<file path="src/rtl/rv_decode_pkg.sv">
// ---------------------------------------------------------------------------
// rv_decode_pkg
// Shared constants and types for the RISC-V decode stage: base opcodes,
// the ECALL/EBREAK encodings, the immediate-format enum and the packed
// decoded-field payload carried through the skid buffer.
// No ports (package).
// ---------------------------------------------------------------------------
package rv_decode_pkg;

   localparam int unsigned INSTR_W = 32;

   localparam logic [6:0] OPC_LOAD     = 7'b0000011;
   localparam logic [6:0] OPC_MISC_MEM = 7'b0001111;
   localparam logic [6:0] OPC_OP_IMM   = 7'b0010011;
   localparam logic [6:0] OPC_AUIPC    = 7'b0010111;
   localparam logic [6:0] OPC_STORE    = 7'b0100011;
   localparam logic [6:0] OPC_OP       = 7'b0110011;
   localparam logic [6:0] OPC_LUI      = 7'b0110111;
   localparam logic [6:0] OPC_BRANCH   = 7'b1100011;
   localparam logic [6:0] OPC_JALR     = 7'b1100111;
   localparam logic [6:0] OPC_JAL      = 7'b1101111;
   localparam logic [6:0] OPC_SYSTEM   = 7'b1110011;

   localparam logic [INSTR_W-1:0] INSTR_ECALL  = 32'h0000_0073;
   localparam logic [INSTR_W-1:0] INSTR_EBREAK = 32'h0010_0073;

   typedef enum logic [2:0] {
      IMM_NONE = 3'd0,
      IMM_I    = 3'd1,
      IMM_S    = 3'd2,
      IMM_B    = 3'd3,
      IMM_U    = 3'd4,
      IMM_J    = 3'd5
   } imm_type_e;

   // XLEN-independent part of a decoded entry
   typedef struct packed {
      logic [6:0] opcode;
      logic [4:0] rd;
      logic [4:0] rs1;
      logic [4:0] rs2;
      logic [2:0] funct3;
      logic [6:0] funct7;
      imm_type_e  imm_type;
      logic       illegal;
   } dec_fields_t;

endpackage

</file>
<file path="src/rtl/rv_decode_if.sv">
// ---------------------------------------------------------------------------
// rv_decode_if
// Fetch-side and execute-side handshake bundle of the decode stage.
//   flush                      : squash buffered entries
//   in_valid/in_ready/in_instr/in_pc : fetch -> decode
//   out_valid/out_ready/out_*  : decode -> execute
// Modports: master = environment (fetch + execute), slave = decode stage.
// ---------------------------------------------------------------------------
interface rv_decode_if #(
   parameter int unsigned XLEN = 32,
   parameter int unsigned PC_W = 32
);
   logic            flush;
   logic            in_valid;
   logic            in_ready;
   logic [31:0]     in_instr;
   logic [PC_W-1:0] in_pc;
   logic            out_valid;
   logic            out_ready;
   logic [PC_W-1:0] out_pc;
   logic [6:0]      out_opcode;
   logic [4:0]      out_rd;
   logic [4:0]      out_rs1;
   logic [4:0]      out_rs2;
   logic [2:0]      out_funct3;
   logic [6:0]      out_funct7;
   logic [XLEN-1:0] out_imm;
   logic [2:0]      out_imm_type;
   logic            out_illegal;

   modport master (
      output flush, in_valid, in_instr, in_pc, out_ready,
      input  in_ready, out_valid, out_pc, out_opcode, out_rd, out_rs1, out_rs2,
             out_funct3, out_funct7, out_imm, out_imm_type, out_illegal
   );

   modport slave (
      input  flush, in_valid, in_instr, in_pc, out_ready,
      output in_ready, out_valid, out_pc, out_opcode, out_rd, out_rs1, out_rs2,
             out_funct3, out_funct7, out_imm, out_imm_type, out_illegal
   );
endinterface

</file>
<file path="src/rtl/rv_decode_comb.sv">
// ---------------------------------------------------------------------------
// rv_decode_comb
// Pure combinational RV32/RV64 base decode: field extraction, immediate
// generation with sign extension to XLEN, and illegal-encoding detection.
// Optional macro RV_DECODE_M_EN: when defined, OP with funct7=0000001
// (M extension) is accepted as legal.
//   instr_i    : raw 32-bit instruction
//   fields_c_o : decoded fields, imm format, illegal flag
//   imm_c_o    : sign-extended immediate
// ---------------------------------------------------------------------------
module rv_decode_comb
   import rv_decode_pkg::*;
#(
   parameter int unsigned XLEN = 32
) (
   input  logic [INSTR_W-1:0] instr_i,
   output dec_fields_t        fields_c_o,
   output logic [XLEN-1:0]    imm_c_o
);

   logic [6:0]         opcode;
   logic [2:0]         f3;
   logic [6:0]         f7;
   logic               s;
   logic [INSTR_W-1:0] imm32;
   imm_type_e          imm_type;
   logic               illegal;

   assign opcode = instr_i[6:0];
   assign f3     = instr_i[14:12];
   assign f7     = instr_i[31:25];
   assign s      = instr_i[31];

   // Immediate format and 32-bit signed immediate
   always_comb begin
      imm32    = '0;
      imm_type = IMM_NONE;
      case (opcode)
         OPC_OP_IMM, OPC_LOAD, OPC_JALR: begin
            imm32    = {{20{s}}, instr_i[31:20]};
            imm_type = IMM_I;
         end
         OPC_STORE: begin
            imm32    = {{20{s}}, instr_i[31:25], instr_i[11:7]};
            imm_type = IMM_S;
         end
         OPC_BRANCH: begin
            imm32    = {{19{s}}, s, instr_i[7], instr_i[30:25], instr_i[11:8], 1'b0};
            imm_type = IMM_B;
         end
         OPC_LUI, OPC_AUIPC: begin
            imm32    = {instr_i[31:12], 12'b0};
            imm_type = IMM_U;
         end
         OPC_JAL: begin
            imm32    = {{11{s}}, s, instr_i[19:12], instr_i[20], instr_i[30:21], 1'b0};
            imm_type = IMM_J;
         end
         default: begin
            imm32    = '0;
            imm_type = IMM_NONE;
         end
      endcase
   end

   // Illegal-encoding detection
   always_comb begin
      illegal = 1'b0;
      case (opcode)
         OPC_OP: begin
            if (f7 == 7'b0000000)      illegal = 1'b0;
            else if (f7 == 7'b0100000) illegal = !((f3 == 3'b000) || (f3 == 3'b101));
`ifdef RV_DECODE_M_EN
            else if (f7 == 7'b0000001) illegal = 1'b0;
`endif
            else                       illegal = 1'b1;
         end
         OPC_OP_IMM: begin
            // only shifts constrain funct7; SRAI (0100000) is valid, SLLI is not
            if ((f3 == 3'b001) || (f3 == 3'b101)) begin
               if (f7 == 7'b0100000) illegal = (f3 == 3'b001);
               else                  illegal = (f7 != 7'b0000000);
            end
         end
         OPC_LOAD:     illegal = (f3 == 3'b111) ||
                                 ((XLEN == 32) && ((f3 == 3'b011) || (f3 == 3'b110)));
         OPC_STORE:    illegal = f3[2] || ((XLEN == 32) && (f3 == 3'b011));
         OPC_BRANCH:   illegal = (f3 == 3'b010) || (f3 == 3'b011);
         OPC_JALR:     illegal = (f3 != 3'b000);
         OPC_SYSTEM:   illegal = (instr_i != INSTR_ECALL) && (instr_i != INSTR_EBREAK);
         OPC_LUI, OPC_AUIPC, OPC_JAL, OPC_MISC_MEM: illegal = 1'b0;
         default:      illegal = 1'b1;
      endcase
      if ((instr_i == '0) || (instr_i == '1)) illegal = 1'b1;
   end

   assign imm_c_o             = XLEN'($signed(imm32));
   assign fields_c_o.opcode   = opcode;
   assign fields_c_o.rd       = instr_i[11:7];
   assign fields_c_o.rs1      = instr_i[19:15];
   assign fields_c_o.rs2      = instr_i[24:20];
   assign fields_c_o.funct3   = f3;
   assign fields_c_o.funct7   = f7;
   assign fields_c_o.imm_type = imm_type;
   assign fields_c_o.illegal  = illegal;

endmodule

</file>
<file path="src/rtl/rv_decode_stage.sv">
// ---------------------------------------------------------------------------
// rv_decode_stage
// Registered decode stage between fetch and execute with a 2-entry skid
// buffer (registered in_ready, full throughput) and flush on redirect.
// Optional macro RV_DECODE_M_EN (see rv_decode_comb) enables M-extension
// OP encodings as legal.
//   clk   : clock
//   rst_n : synchronous active-low reset
//   bus   : rv_decode_if.slave (flush, in_* handshake, out_* handshake)
// ---------------------------------------------------------------------------
module rv_decode_stage
   import rv_decode_pkg::*;
#(
   parameter int unsigned XLEN = 32,
   parameter int unsigned PC_W = 32
) (
   input  logic     clk,
   input  logic     rst_n,
   rv_decode_if.slave bus
);

   typedef struct packed {
      dec_fields_t     f;
      logic [XLEN-1:0] imm;
      logic [PC_W-1:0] pc;
   } entry_t;

   localparam logic [1:0] ST_EMPTY = 2'd0;
   localparam logic [1:0] ST_ONE   = 2'd1;
   localparam logic [1:0] ST_FULL  = 2'd2;

   logic [1:0]      state_q, state_d;
   entry_t          head_q, head_d, tail_q, tail_d;
   entry_t          dec_entry;
   dec_fields_t     dec_fields;
   logic [XLEN-1:0] dec_imm;
   logic            in_ready_q, out_valid_q;
   logic            push, pop;

   rv_decode_comb #(.XLEN(XLEN)) u_comb (
      .instr_i    (bus.in_instr),
      .fields_c_o (dec_fields),
      .imm_c_o    (dec_imm)
   );

   assign dec_entry = '{f: dec_fields, imm: dec_imm, pc: bus.in_pc};
   assign push      = bus.in_valid && in_ready_q;
   assign pop       = out_valid_q && bus.out_ready;

   // Occupancy FSM; head is the visible entry, tail only used when FULL
   always_comb begin
      state_d = state_q;
      head_d  = head_q;
      tail_d  = tail_q;
      if (bus.flush) begin
         state_d = ST_EMPTY;
      end else begin
         case (state_q)
            ST_EMPTY: begin
               if (push) begin
                  head_d  = dec_entry;
                  state_d = ST_ONE;
               end
            end
            ST_ONE: begin
               if (push && pop) begin
                  head_d = dec_entry;
               end else if (push) begin
                  tail_d  = dec_entry;
                  state_d = ST_FULL;
               end else if (pop) begin
                  state_d = ST_EMPTY;
               end
            end
            ST_FULL: begin
               if (pop) begin
                  head_d  = tail_q;
                  state_d = ST_ONE;
               end
            end
            default: state_d = ST_EMPTY;
         endcase
      end
   end

   // State, payload and handshake registers
   always_ff @(posedge clk) begin
      if (!rst_n) begin
         state_q     <= ST_EMPTY;
         head_q      <= '0;
         tail_q      <= '0;
         in_ready_q  <= 1'b1;
         out_valid_q <= 1'b0;
      end else begin
         state_q     <= state_d;
         head_q      <= head_d;
         tail_q      <= tail_d;
         in_ready_q  <= (state_d != ST_FULL);
         out_valid_q <= (state_d != ST_EMPTY);
      end
   end

   assign bus.in_ready     = in_ready_q;
   assign bus.out_valid    = out_valid_q;
   assign bus.out_pc       = head_q.pc;
   assign bus.out_opcode   = head_q.f.opcode;
   assign bus.out_rd       = head_q.f.rd;
   assign bus.out_rs1      = head_q.f.rs1;
   assign bus.out_rs2      = head_q.f.rs2;
   assign bus.out_funct3   = head_q.f.funct3;
   assign bus.out_funct7   = head_q.f.funct7;
   assign bus.out_imm      = head_q.imm;
   assign bus.out_imm_type = head_q.f.imm_type;
   assign bus.out_illegal  = head_q.f.illegal;

endmodule
</file>
<file path="src/flat_wrapper.sv">
// flat-port wrapper written by rule: the top's interface ports become plain ports
module rv_decode_stage_flat import rv_decode_pkg::*;
#(
   parameter int unsigned XLEN = 32,
   parameter int unsigned PC_W = 32
)
  (clk, rst_n, bus_flush, bus_in_valid, bus_in_instr, bus_in_pc, bus_out_ready, bus_in_ready, bus_out_valid, bus_out_pc, bus_out_opcode, bus_out_rd, bus_out_rs1, bus_out_rs2, bus_out_funct3, bus_out_funct7, bus_out_imm, bus_out_imm_type, bus_out_illegal);
  rv_decode_if #(.XLEN(XLEN), .PC_W(PC_W)) bus_i ();
  input  logic clk;
  input  logic rst_n;
  input wire logic [$bits(bus_i.flush)-1:0] bus_flush;
  input wire logic [$bits(bus_i.in_valid)-1:0] bus_in_valid;
  input wire logic [$bits(bus_i.in_instr)-1:0] bus_in_instr;
  input wire logic [$bits(bus_i.in_pc)-1:0] bus_in_pc;
  input wire logic [$bits(bus_i.out_ready)-1:0] bus_out_ready;
  output wire logic [$bits(bus_i.in_ready)-1:0] bus_in_ready;
  output wire logic [$bits(bus_i.out_valid)-1:0] bus_out_valid;
  output wire logic [$bits(bus_i.out_pc)-1:0] bus_out_pc;
  output wire logic [$bits(bus_i.out_opcode)-1:0] bus_out_opcode;
  output wire logic [$bits(bus_i.out_rd)-1:0] bus_out_rd;
  output wire logic [$bits(bus_i.out_rs1)-1:0] bus_out_rs1;
  output wire logic [$bits(bus_i.out_rs2)-1:0] bus_out_rs2;
  output wire logic [$bits(bus_i.out_funct3)-1:0] bus_out_funct3;
  output wire logic [$bits(bus_i.out_funct7)-1:0] bus_out_funct7;
  output wire logic [$bits(bus_i.out_imm)-1:0] bus_out_imm;
  output wire logic [$bits(bus_i.out_imm_type)-1:0] bus_out_imm_type;
  output wire logic [$bits(bus_i.out_illegal)-1:0] bus_out_illegal;
  assign bus_i.flush = bus_flush;
  assign bus_i.in_valid = bus_in_valid;
  assign bus_i.in_instr = bus_in_instr;
  assign bus_i.in_pc = bus_in_pc;
  assign bus_i.out_ready = bus_out_ready;
  assign bus_in_ready = bus_i.in_ready;
  assign bus_out_valid = bus_i.out_valid;
  assign bus_out_pc = bus_i.out_pc;
  assign bus_out_opcode = bus_i.out_opcode;
  assign bus_out_rd = bus_i.out_rd;
  assign bus_out_rs1 = bus_i.out_rs1;
  assign bus_out_rs2 = bus_i.out_rs2;
  assign bus_out_funct3 = bus_i.out_funct3;
  assign bus_out_funct7 = bus_i.out_funct7;
  assign bus_out_imm = bus_i.out_imm;
  assign bus_out_imm_type = bus_i.out_imm_type;
  assign bus_out_illegal = bus_i.out_illegal;
  rv_decode_stage #(.XLEN(XLEN), .PC_W(PC_W)) u_core (.clk(clk), .rst_n(rst_n), .bus(bus_i));
endmodule
</file>
<file path="config.mk">
export PLATFORM = sky130hd
export DESIGN_NAME = rv_decode_stage_flat
export DESIGN_NICKNAME = d
export VERILOG_FILES = /design/src/rtl/rv_decode_pkg.sv /design/src/rtl/rv_decode_if.sv /design/src/rtl/rv_decode_comb.sv /design/src/rtl/rv_decode_stage.sv /design/src/flat_wrapper.sv
export SDC_FILE = /design/constraint.sdc
export NUM_CORES = 1
export LEC_CHECK = 0
export ABC_AREA = 1
export BUFFER_PORTS_ARGS = -buffer_cell sky130_fd_sc_hd__buf_4
export CAP_MARGIN = 15
export CORE_MARGIN = 3
export CORE_UTILIZATION = 42
export DETAILED_ROUTE_END_ITERATION = 16
export GPL_TIMING_DRIVEN = 0
export SLEW_MARGIN = 20
export SYNTH_ARGS = -nofsm -noshare
export SYNTH_HDL_FRONTEND = slang
export SYNTH_SLANG_ARGS = --single-unit
</file>
<file path="constraint.sdc">
create_clock -name clk -period 2.8 [get_ports clk]
set_input_delay 0.84 -clock clk [delete_from_list [all_inputs] [get_ports clk]]
set_output_delay 0.84 -clock clk [all_outputs]
set_load 0.005 [all_outputs]
</file>
* Word-level counts from Yosys, hierarchy flattened
Cells that the tools add are included.
** Operators by class
- Equal/unequal tests :: 27
- Multiplexer cells :: 19
- Bitwise operators :: 2
- Reductions and logical operators :: 25
** Operators with widths (number)
- 100-bit two-way mux :: 3
- 100-bit case mux with 3 select lines :: 1
- 32-bit case mux with 5 select lines :: 1
- 32-bit == test, second input constant :: 1
- 32-bit logical NOT :: 1
- 32-bit by 21-bit != test with 1-bit output, second input constant :: 1
- 32-bit by 7-bit != test with 1-bit output, second input constant :: 1
- 7-bit by 6-bit == test with 1-bit output, second input constant :: 4
- 7-bit == test, second input constant :: 4
- 3-bit case mux with 5 select lines :: 1
- 7-bit by 5-bit == test with 1-bit output, second input constant :: 2
- 2-bit two-way mux :: 6
- 3-bit == test, second input constant :: 3
- 1-bit case mux with 8 select lines :: 1
- 7-bit by 2-bit == test with 1-bit output, second input constant :: 1
- 7-bit by 4-bit == test with 1-bit output, second input constant :: 1
- 7-bit logical NOT :: 1
- 1-bit logical OR :: 7
- 7-bit nonzero test :: 1
- 3-bit by 2-bit == test with 1-bit output, second input constant :: 2
- 2-bit by 1-bit != test with 1-bit output, second input constant :: 3
- 2-bit case mux with 3 select lines :: 1
- 3-bit nonzero test :: 2
- 1-bit two-way mux :: 5
- 15 further kinds :: 19
** Storage, ports and cells
- Register bits after elaboration :: 204
- Input port bits :: 69
- Output and inout port bits :: 102
- Logic and storage cells :: 96

* Depth between registers and ports, before layout
Gate-level depths: netlist (run 1).
- Depth in word-level cells :: 9
- Gate-level depth with buffers :: 12
- Mapped depth without buffers :: 12

* By module
A second synthesis (run 1) with hierarchy kept.
** Unflattened totals
- Cell total of the unflattened synthesis :: 1660
- Area total of the unflattened synthesis :: 10246.1 µm²
** By module, submodules not included
- rv_decode_stage :: times used 1, cells an instance 1418, area an instance 8922.3 µm², seq. area each 4083.9 µm²
- rv_decode_comb :: times used 1, cells an instance 242, area an instance 1323.8 µm², seq. area each 0.0 µm²

* Least setup slack after synthesis (run 1)
No wires, ideal clock.
- Kind :: input-to-reg
- From :: input bus_in_instr[1]
- To :: register u_core.tail_q[60] in the netlist's numbering
- Data arrival time :: 1.818 ns
- Setup slack :: 0.867 ns
- Stages on the path :: 9
- Cell sequence :: nand2_2 -> inv_1 -> nand3_2 -> inv_2 -> o21ai_2 -> buf_6 -> o211ai_2 -> o21ai_0 -> inv_1
** On the way
- Word-level cells in the longest chain between the ends :: 3
- Elaborated cells between the ends (all ways) :: 11
- Those cells by class :: 8 x eq/ne; 1 x mux; 2 x reduce/logical
** RTL lines
- from (decl) :: RTL line flat_wrapper.sv:13 : input wire logic [$bits(bus_i.in_instr)-1:0] bus_in_instr;
- 7-bit by 5-bit == test with 1-bit output, or another cell as far along :: RTL line rv_decode_comb.sv:38 : case (opcode)
- 3-bit OR reduction or 2-bit OR reduction (tied branches) :: RTL line rv_decode_comb.sv:38
- 32-bit case mux with 5 select lines (*) :: RTL line rv_decode_comb.sv:38
- to (signal assigned) :: RTL line rv_decode_stage.sv:97 : tail_q <= tail_d;
- to (decl) :: RTL line rv_decode_stage.sv:33 : entry_t head_q, head_d, tail_q, tail_d;
Every way passes the cells marked *; elsewhere a longest branch is shown, timed or not.
A chain may end at the register's enable or synchronous reset.

* Worst setup path after layout (run 1)
- From :: register u_core.state_q[0]
- To :: register u_core.head_q, in the netlist u_core.bus.out_imm_type[1]
** On the way
- Word-level cells in the longest chain between the ends :: 3
- Elaborated cells between the ends (all ways) :: 9
- Those cells by class :: 5 x eq/ne; 1 x mux; 3 x reduce/logical
** RTL lines
- from (decl) :: RTL line rv_decode_stage.sv:32 : logic [1:0] state_q, state_d;
- from (signal assigned) :: RTL line rv_decode_stage.sv:95 : state_q <= state_d;
- 2-bit == test, or another cell as far along :: RTL line rv_decode_stage.sv:58 : case (state_q)
- 2-bit by 1-bit != test with 1-bit output (no line) or 3-bit nonzero test (tied branches)
- 5-bit AND reduction (no line)
- to (signal assigned) :: RTL line rv_decode_stage.sv:90 : head_q <= '0;
- to (signal assigned) :: RTL line rv_decode_stage.sv:96 : head_q <= head_d;
- to (decl) :: RTL line rv_decode_stage.sv:33
Several ways; a longest one is shown, not always the timed one.

==> results.md, run 1 <==
- Max Buffers Root-to-Sink: 3
- Sequential Area: approximately 4100 um2
- Post-Place Setup Slack: about 0.27 ns
- Number of global-route vias before repair: 8201
- Ordered cell list for the critical path: inv_1, nand2_1, clkbuf_1, clkbuf_1, nand2_1, o211ai_1, a21oi_1
- Chip width: 151 um
- Placeable Area: 20400 um2
- Rows: between 50 and 60
- Detailed Route WL: 29600 um
- Final setup violation count: 0
- Peak clock frequency supported by timing: 450 MHz
- Count of TritonRoute iterations in the first routing pass: 5
- Arrival time of data at the critical path endpoint: 2.59 ns
- Type of the most critical hold path: reg -> reg
- Clock-pin transition on the worst setup and hold timing paths: 0.06 ns
- Source-to-sink clock delay at the later pin of the worst-skew pair: 0.51 ns
- Area growth from synthesis to layout: 26.1%
- Number of filler cells placed in the layout: slightly above 2k
- Final worst path period need: 2.22 ns
- Most frequent cells in the layout: nand2_1, nor2_1, dfxtp_1, buf_4, o21ai_0
- Number of antenna violations at the first check in global routing: 0
- Die Footprint: 22800 um2
- Min Hold Slack: 0.470 ns
- Slew at the pin with the worst max-slew slack: approximately 0.9 ns
- H-tree depth reported by CTS: 1
- Routability cong.: 0.986
- Number of buffers added to fix hold violations after cts: 0
- Highest fanout seen on the critical path: 10
- Max-Slew Margin vs Limit: 39.6%
- Total placed instance area: 10400 um2
- Post-route setup slack: 0.578 ns
- Max stage delay on crit path: roughly 0.7 ns
- Average via count per standard cell: 5.14
- Share of flip-flops with an asynchronous set or reset: 0%
- Starting utilization of the core area: 43.1%
- Number of buffers inserted to repair setup after CTS: 0
- DRT iter0 DRCs: 540
- Number of cells on the worst hold path: 2
- Routed wire per std cell: approximately 17 um
- Count of flip-flops with a built-in enable after synthesis: 0
- Leak pwr: 4.99 nW
- CTS buffer count: 22
- Fin util: 54.4%
- Average cell area after synthesis: 7.19 um2
- Classification of the worst setup path: reg -> reg
- Startpoint type of the worst setup path: register
- Placed wire-length estimate: 21500 um
- Final antenna-violating net count: 0
- Cell area after synthesis: 8810 um2
- Cell at the root of the clock tree: clkbuf_16
- Post-route fraction of the period consumed by the critical path: 79.3%
- Total track usage: roughly 25%
- Number of buffers inserted by port buffering: 167
- Worst reg-to-reg path cell count: 7
- Worst Setup End Kind: register
- Peak supply drop: 0.488 mV
- Die H: 151 um
- Vias after detailed routing: 8749
- Post-route cell area: between 10000 and 15000 um2
- Clock tree skew after final layout: a little over 0.01 ns
- Number of remaining DRC errors: 0
- Setup_tns: 0 ns
- Ports placed on the boundary: 171
- Count of clock tree sinks: 204
- Resized cells post-CTS: 0
- MaxCap Viol Count: 0
- Commonest non-fill, non-tap cell in the layout: nand2_1
- Cell count after synthesis: 1226
- Required time at the endpoint of the critical path: 3.17 ns
- Global-route wire length before repair: between 40000 and 50000 um
- Top flip-flop cell by instance count after synthesis: dfxtp_1
- Layout cell share with drive strength beyond 1: 18.5%
- Number of diodes: 0
- Net count of the finished layout: 1486
- Slowest cell on the critical path: clkbuf_1
- Largest net degree at the start of global routing: 14
- Multi-input logic area: 4010 um2
- Post-synthesis sequential area ratio: 46.4%
- Grt total ovfl: 0
- Number of warnings reported in the yosys synthesis log: 0
- CTS tree: built
- Cell variety after synth: 33
- Register bit total from synthesis: 204
- Power Density: slightly above 600 nW/um2
- Setup repair after global routing missed its margin: false
- Outcome: finished, final reports clean
- Number of endpoints with negative hold slack in the final report: 0
- Final Slew Violations: 0
- Syn_nets: 1295
-- path summary, 6_finish.rpt --
| check | from | end | slack, ns |
|---|---|---|---|
| worst max-delay path | u_core.state_q[0]$_SDFF_PN0_ | u_core.bus.out_imm_type[1]$_SDFFE_PN0P_ | 0.58 |
| worst min register to register | u_core.bus.out_imm_type[1]$_SDFFE_PN0P_ | u_core.bus.out_imm_type[1]$_SDFFE_PN0P_ | 0.47 |
| worst min-delay path | u_core.bus.out_imm_type[1]$_SDFFE_PN0P_ | u_core.bus.out_imm_type[1]$_SDFFE_PN0P_ | 0.47 |
| worst max register to register | u_core.state_q[0]$_SDFF_PN0_ | u_core.bus.out_imm_type[1]$_SDFFE_PN0P_ | 0.58 |
-- cell type report --
cell class | count | share of cell area (%)
inverter | 72 | 2.43
timing repair buffer | 167 | 11.3
clock inverter | 6 | 0.844
tap | 270 | 3.04
buffer | 91 | 4.00
multi-input combinational | 859 | 36.1
clock buffer | 32 | 5.56
sequential | 204 | 36.7
-- stage by stage --
stage               instances  power, mW
finish                   1701       6.89
global route             1701       7.14
detailed placement       1663       4.03
global placement         1663       4.03
CTS                      1701       6.92
floorplan                1226       3.59
-- flip-flops by register name, indices dropped and copies added (netlist names) --
| signal | count |
|---|---|
| u_core.bus.in_ready | 1 |
| u_core.bus.out_funct3 | 3 |
| u_core.bus.out_funct7 | 7 |
| u_core.bus.out_illegal | 1 |
| u_core.bus.out_imm | 32 |
| u_core.bus.out_imm_type | 3 |
| u_core.bus.out_opcode | 7 |
| u_core.bus.out_pc | 32 |
| u_core.bus.out_rd | 5 |
| u_core.bus.out_rs1 | 5 |
| u_core.bus.out_rs2 | 5 |
| u_core.bus.out_valid | 1 |
| u_core.state_q | 2 |
| u_core.tail_q | 100 |
-- worst max-delay path: cells and delay by family (launching register included) --
family,cells,cell delay [ns]
AND/OR/NAND/NOR,2,0.24
AO/OA/AOI/OAI,2,0.20
buffers and inverters,3,1.27
flip-flops,1,0.36
-- layer usage --
layer	vias up	global-route usage [%]	routed length [um]
li1	4445	-	-
met1	4014	34.7	13300
met2	248	42.5	13800
met3	42	3.38	1890
met4	0	4.99	539
met5	-	0	0
-- power breakdown --
group | switching, mW | internal [mW]
clock | 1.20 | 1.72
sequential | 0.0812 | 3.06
combinational | 0.471 | 0.365
total | 1.75 | 5.14
-- cells in the mapped netlist (all sizes together), types with 4 or more instances --
cell type	instances	area share, %
nand2	232	10
nor3	5	0.53
dfxtp	204	46
inv	72	3.1
nor2	214	9.3
o21ai	212	12
a31oi	64	4.5
nand4	4	0.28
nand3	14	1.1
clkbuf	59	2.5
a21oi	96	5.5
o211ai	13	1.6
buf	32	2.5
-- cells by family (layout without fill, tap and decap cells) --
group / Yosys count / in the layout / synth area share (%)
AOI/OAI and AO/OA: 388 / 388 / 24.1
DFF: 204 / 204 / 46.4
and+or+nand+nor: 471 / 471 / 21.5
buffers and inverters: 163 / 368 / 8.11
Note: power is estimated with default switching activity, not from simulation.
==> run 2, diff against run 1 <==
Clock period 2.8 ns to 2.1 ns, I/O delays scaled along.
==> run 2 against run 1 <==
Net effect:
- clock-buffer cell count did not move
- worst hold slack worse by 0.089 ns
- sequential power up 33%
- largest cell class unchanged
- largest power group unchanged
==> results.md, run 2 (synthesized netlist as in run 1, its figures left out) <==
- Placeable Area: 20400 um2 (unchanged)
- Placed instance count: 1663 (unchanged)
- Outcome: finished, final reports clean
- Classification of the worst setup path: reg -> reg
- Count of clock tree sinks: 204 (unchanged)
- Cell at the root of the clock tree: clkbuf_16
- Total track usage: 25.2% (unchanged)
- Worst reg-to-reg path cell count: 6 (-1)
- Clock tree skew after final layout: 0.0107 ns (+0.000603 ns)
- Total placed instance area: 10400 um2 (unchanged)
- Startpoint type of the worst setup path: register
- Worst Min Path Start: bus_in_pc[26]
- Number of standard cells in the final layout excluding fillers: 1701 (unchanged)
- Fin util: 54.4% (about the same)
- Max-Slew Margin vs Limit: 42.7% (+3.1 points)
- Count of TritonRoute iterations in the first routing pass: 5 (unchanged)
- Peak supply drop: 0.650 mV (+33%)
- Most frequent cells in the layout: nand2_1, nor2_1, dfxtp_1, buf_4, o21ai_0
- Arrival time of data at the critical path endpoint: 2.36 ns (-0.23 ns)
- Source of the worst register-to-register timing path: u_core.state_q[1]$_SDFF_PN0_
- Max stage delay on crit path: 0.51 ns (-0.19 ns)
- Grt total ovfl: 0 (unchanged)
- Critical R2R Capture: u_core.tail_q[28]$_SDFFE_PN0P_
- Source-to-sink clock delay at the later pin of the worst-skew pair: 0.51 ns (about the same)
- MaxCap Viol Count: 0 (unchanged)
- Number of antenna violations at the first check in global routing: 0 (unchanged)
- Number of filler cells placed in the layout: 2062 (+0.049%)
- Global-route wire length before repair: 45700 um (unchanged)
- Type of the most critical hold path: in -> reg
- Post-route cell area: 11100 um2 (about the same)
- Number of global-route vias before repair: 8201 (unchanged)
- Required time at the endpoint of the critical path: 2.55 ns (-0.62 ns)
- Worst Setup End Kind: register
- Commonest non-fill, non-tap cell in the layout: nand2_1
- Power Density: 826 nW/um2 (+33%)
- Layout cell share with drive strength beyond 1: 18.8% (+0.28 points)
- Leak pwr: 5.00 nW (+0.22%)
- Ordered cell list for the critical path: nor3_1, nand2_1, buf_2, clkbuf_1, o21ai_0, nor2_1
- Rows: 52 (unchanged)
- Slew at the pin with the worst max-slew slack: 0.859 ns (-0.0464 ns)
- Number of buffers inserted by port buffering: 167 (unchanged)
- H-tree depth reported by CTS: 1 (unchanged)
- Ports placed on the boundary: 171 (unchanged)
- Slowest cell on the critical path: clkbuf_1
- Post-route fraction of the period consumed by the critical path: 91.1% (+12 points)
- Final setup violation count: 0 (unchanged)
- CTS buffer count: 22 (unchanged)
- Average via count per standard cell: 5.14 (about the same)
- Post-route setup slack: 0.187 ns (-0.392 ns)
- Setup repair after global routing missed its margin: true
- Placed wire-length estimate: 21500 um (unchanged)
- R2R setup slack: 0.19 ns (-0.39 ns)
- Min Hold Slack: 0.380 ns (-0.0893 ns)
- Area growth from synthesis to layout: 26.2% (about the same)
- Final antenna-violating net count: 0 (unchanged)
- Largest net degree at the start of global routing: 14 (unchanged)
- CTS tree: built
- Number of endpoints with negative hold slack in the final report: 0 (unchanged)
- Flip-flop count of the largest register after layout: 100 (unchanged)
- Net count of the finished layout: 1486 (unchanged)
- Routed wire per std cell: 17.4 um (unchanged)
- DRT iter0 DRCs: 545 (+0.93%)
- Max Buffers Root-to-Sink: 3 (unchanged)
- Peak clock frequency supported by timing: 523 MHz (+16%)
- Largest register by flop count: u_core.tail_q
- Detailed Route WL: 29600 um (unchanged)
- Setup crit end: u_core.tail_q[28]$_SDFFE_PN0P_
- Post-Place Setup Slack: -0.218 ns (-0.490 ns)
- Die H: 151 um (unchanged)
- Setup_tns: 0 ns (unchanged)
- Start point of the critical path: u_core.state_q[1]$_SDFF_PN0_
- Total chip power: 9.18 mW (+33%)
- Highest fanout seen on the critical path: 10 (unchanged)
- Starting utilization of the core area: 43.1% (unchanged)
- Number of remaining DRC errors: 0 (unchanged)
- Final Slew Violations: 0 (unchanged)
- Clock-pin transition on the worst setup and hold timing paths: 0.06 ns (about the same)
- Routability cong.: 0.986 (unchanged)
- Chip width: 151 um (unchanged)
- Vias after detailed routing: 8748 (-0.011%)
- Die Footprint: 22800 um2 (unchanged)
- Number of diodes: 0 (unchanged)
- Final worst path period need: 1.91 ns (-0.308 ns)
[run 2: where the power goes]
part,internal [mW],total [mW],leakage [nW],switching (mW)
Clock,2.29,3.88,0.344,1.59
Combinational,0.487,1.12,3.00,0.628
Sequential,4.08,4.18,1.66,0.108
[run 2: worst min-delay path by stage]
stage | slack [ns] | cells past startpoint | endpoint
6_report | 0.38 | 3 | u_core.tail_q[26]$_SDFFE_PN0P_
5_1_grt | 0.39 | 3 | u_core.tail_q[4]$_SDFFE_PN0P_
4_1_cts | 0.38 | 3 | u_core.tail_q[4]$_SDFFE_PN0P_
3_5_place_dp | 0.47 | 2 | u_core.bus.out_imm_type[1]$_SDFFE_PN0P_
3_3_place_gp | 0.46 | 2 | u_core.tail_q[4]$_SDFFE_PN0P_
2_1_floorplan | 0.46 | 2 | u_core.tail_q[0]$_SDFFE_PN0P_
[run 2: routing by layer]
metal | part of all wire (%) | vias to the layer above | track usage, % | routed length [um]
met4 | 1.8 | 0 | 4.99 | 545
met5 | 0 | - | 0 | 0
li1 | - | 4442 | - | -
met3 | 6.8 | 42 | 3.38 | 2000
met2 | 47 | 257 | 42.5 | 13800
met1 | 45 | 4007 | 34.7 | 13200
[run 2: area by class of cell]
| cell class | count | area, um2 | area share, % |
|---|---|---|---|
| plain buffers | 91 | 452 | 4.06 |
| clock buffers | 32 | 618 | 5.56 |
| clock inverters | 6 | 93.8 | 0.844 |
| inverters | 72 | 270 | 2.43 |
| multi-input cells | 859 | 4010 | 36.1 |
| flip-flops and latches | 204 | 4080 | 36.7 |
| well taps | 270 | 338 | 3.04 |
| repair buffers | 167 | 1250 | 11.3 |
[run 2: what timing repair did]
action / CTS / global route
hold buffers: 0 / 0
endpoints found under the hold margin: 0 / 0
setup endpoints to repair: 10 / 21
setup buffers: 0 / 0
gates resized for setup: 1 / 6
[run 2: critical path, delay by kind of cell, from the launching register on]
| family | cells | cell delay (ns) |
|---|---|---|
| buffers and inverters | 2 | 0.87 |
| AO/OA/AOI/OAI | 1 | 0.15 |
| AND/OR/NAND/NOR | 3 | 0.40 |
| flip-flops | 1 | 0.43 |
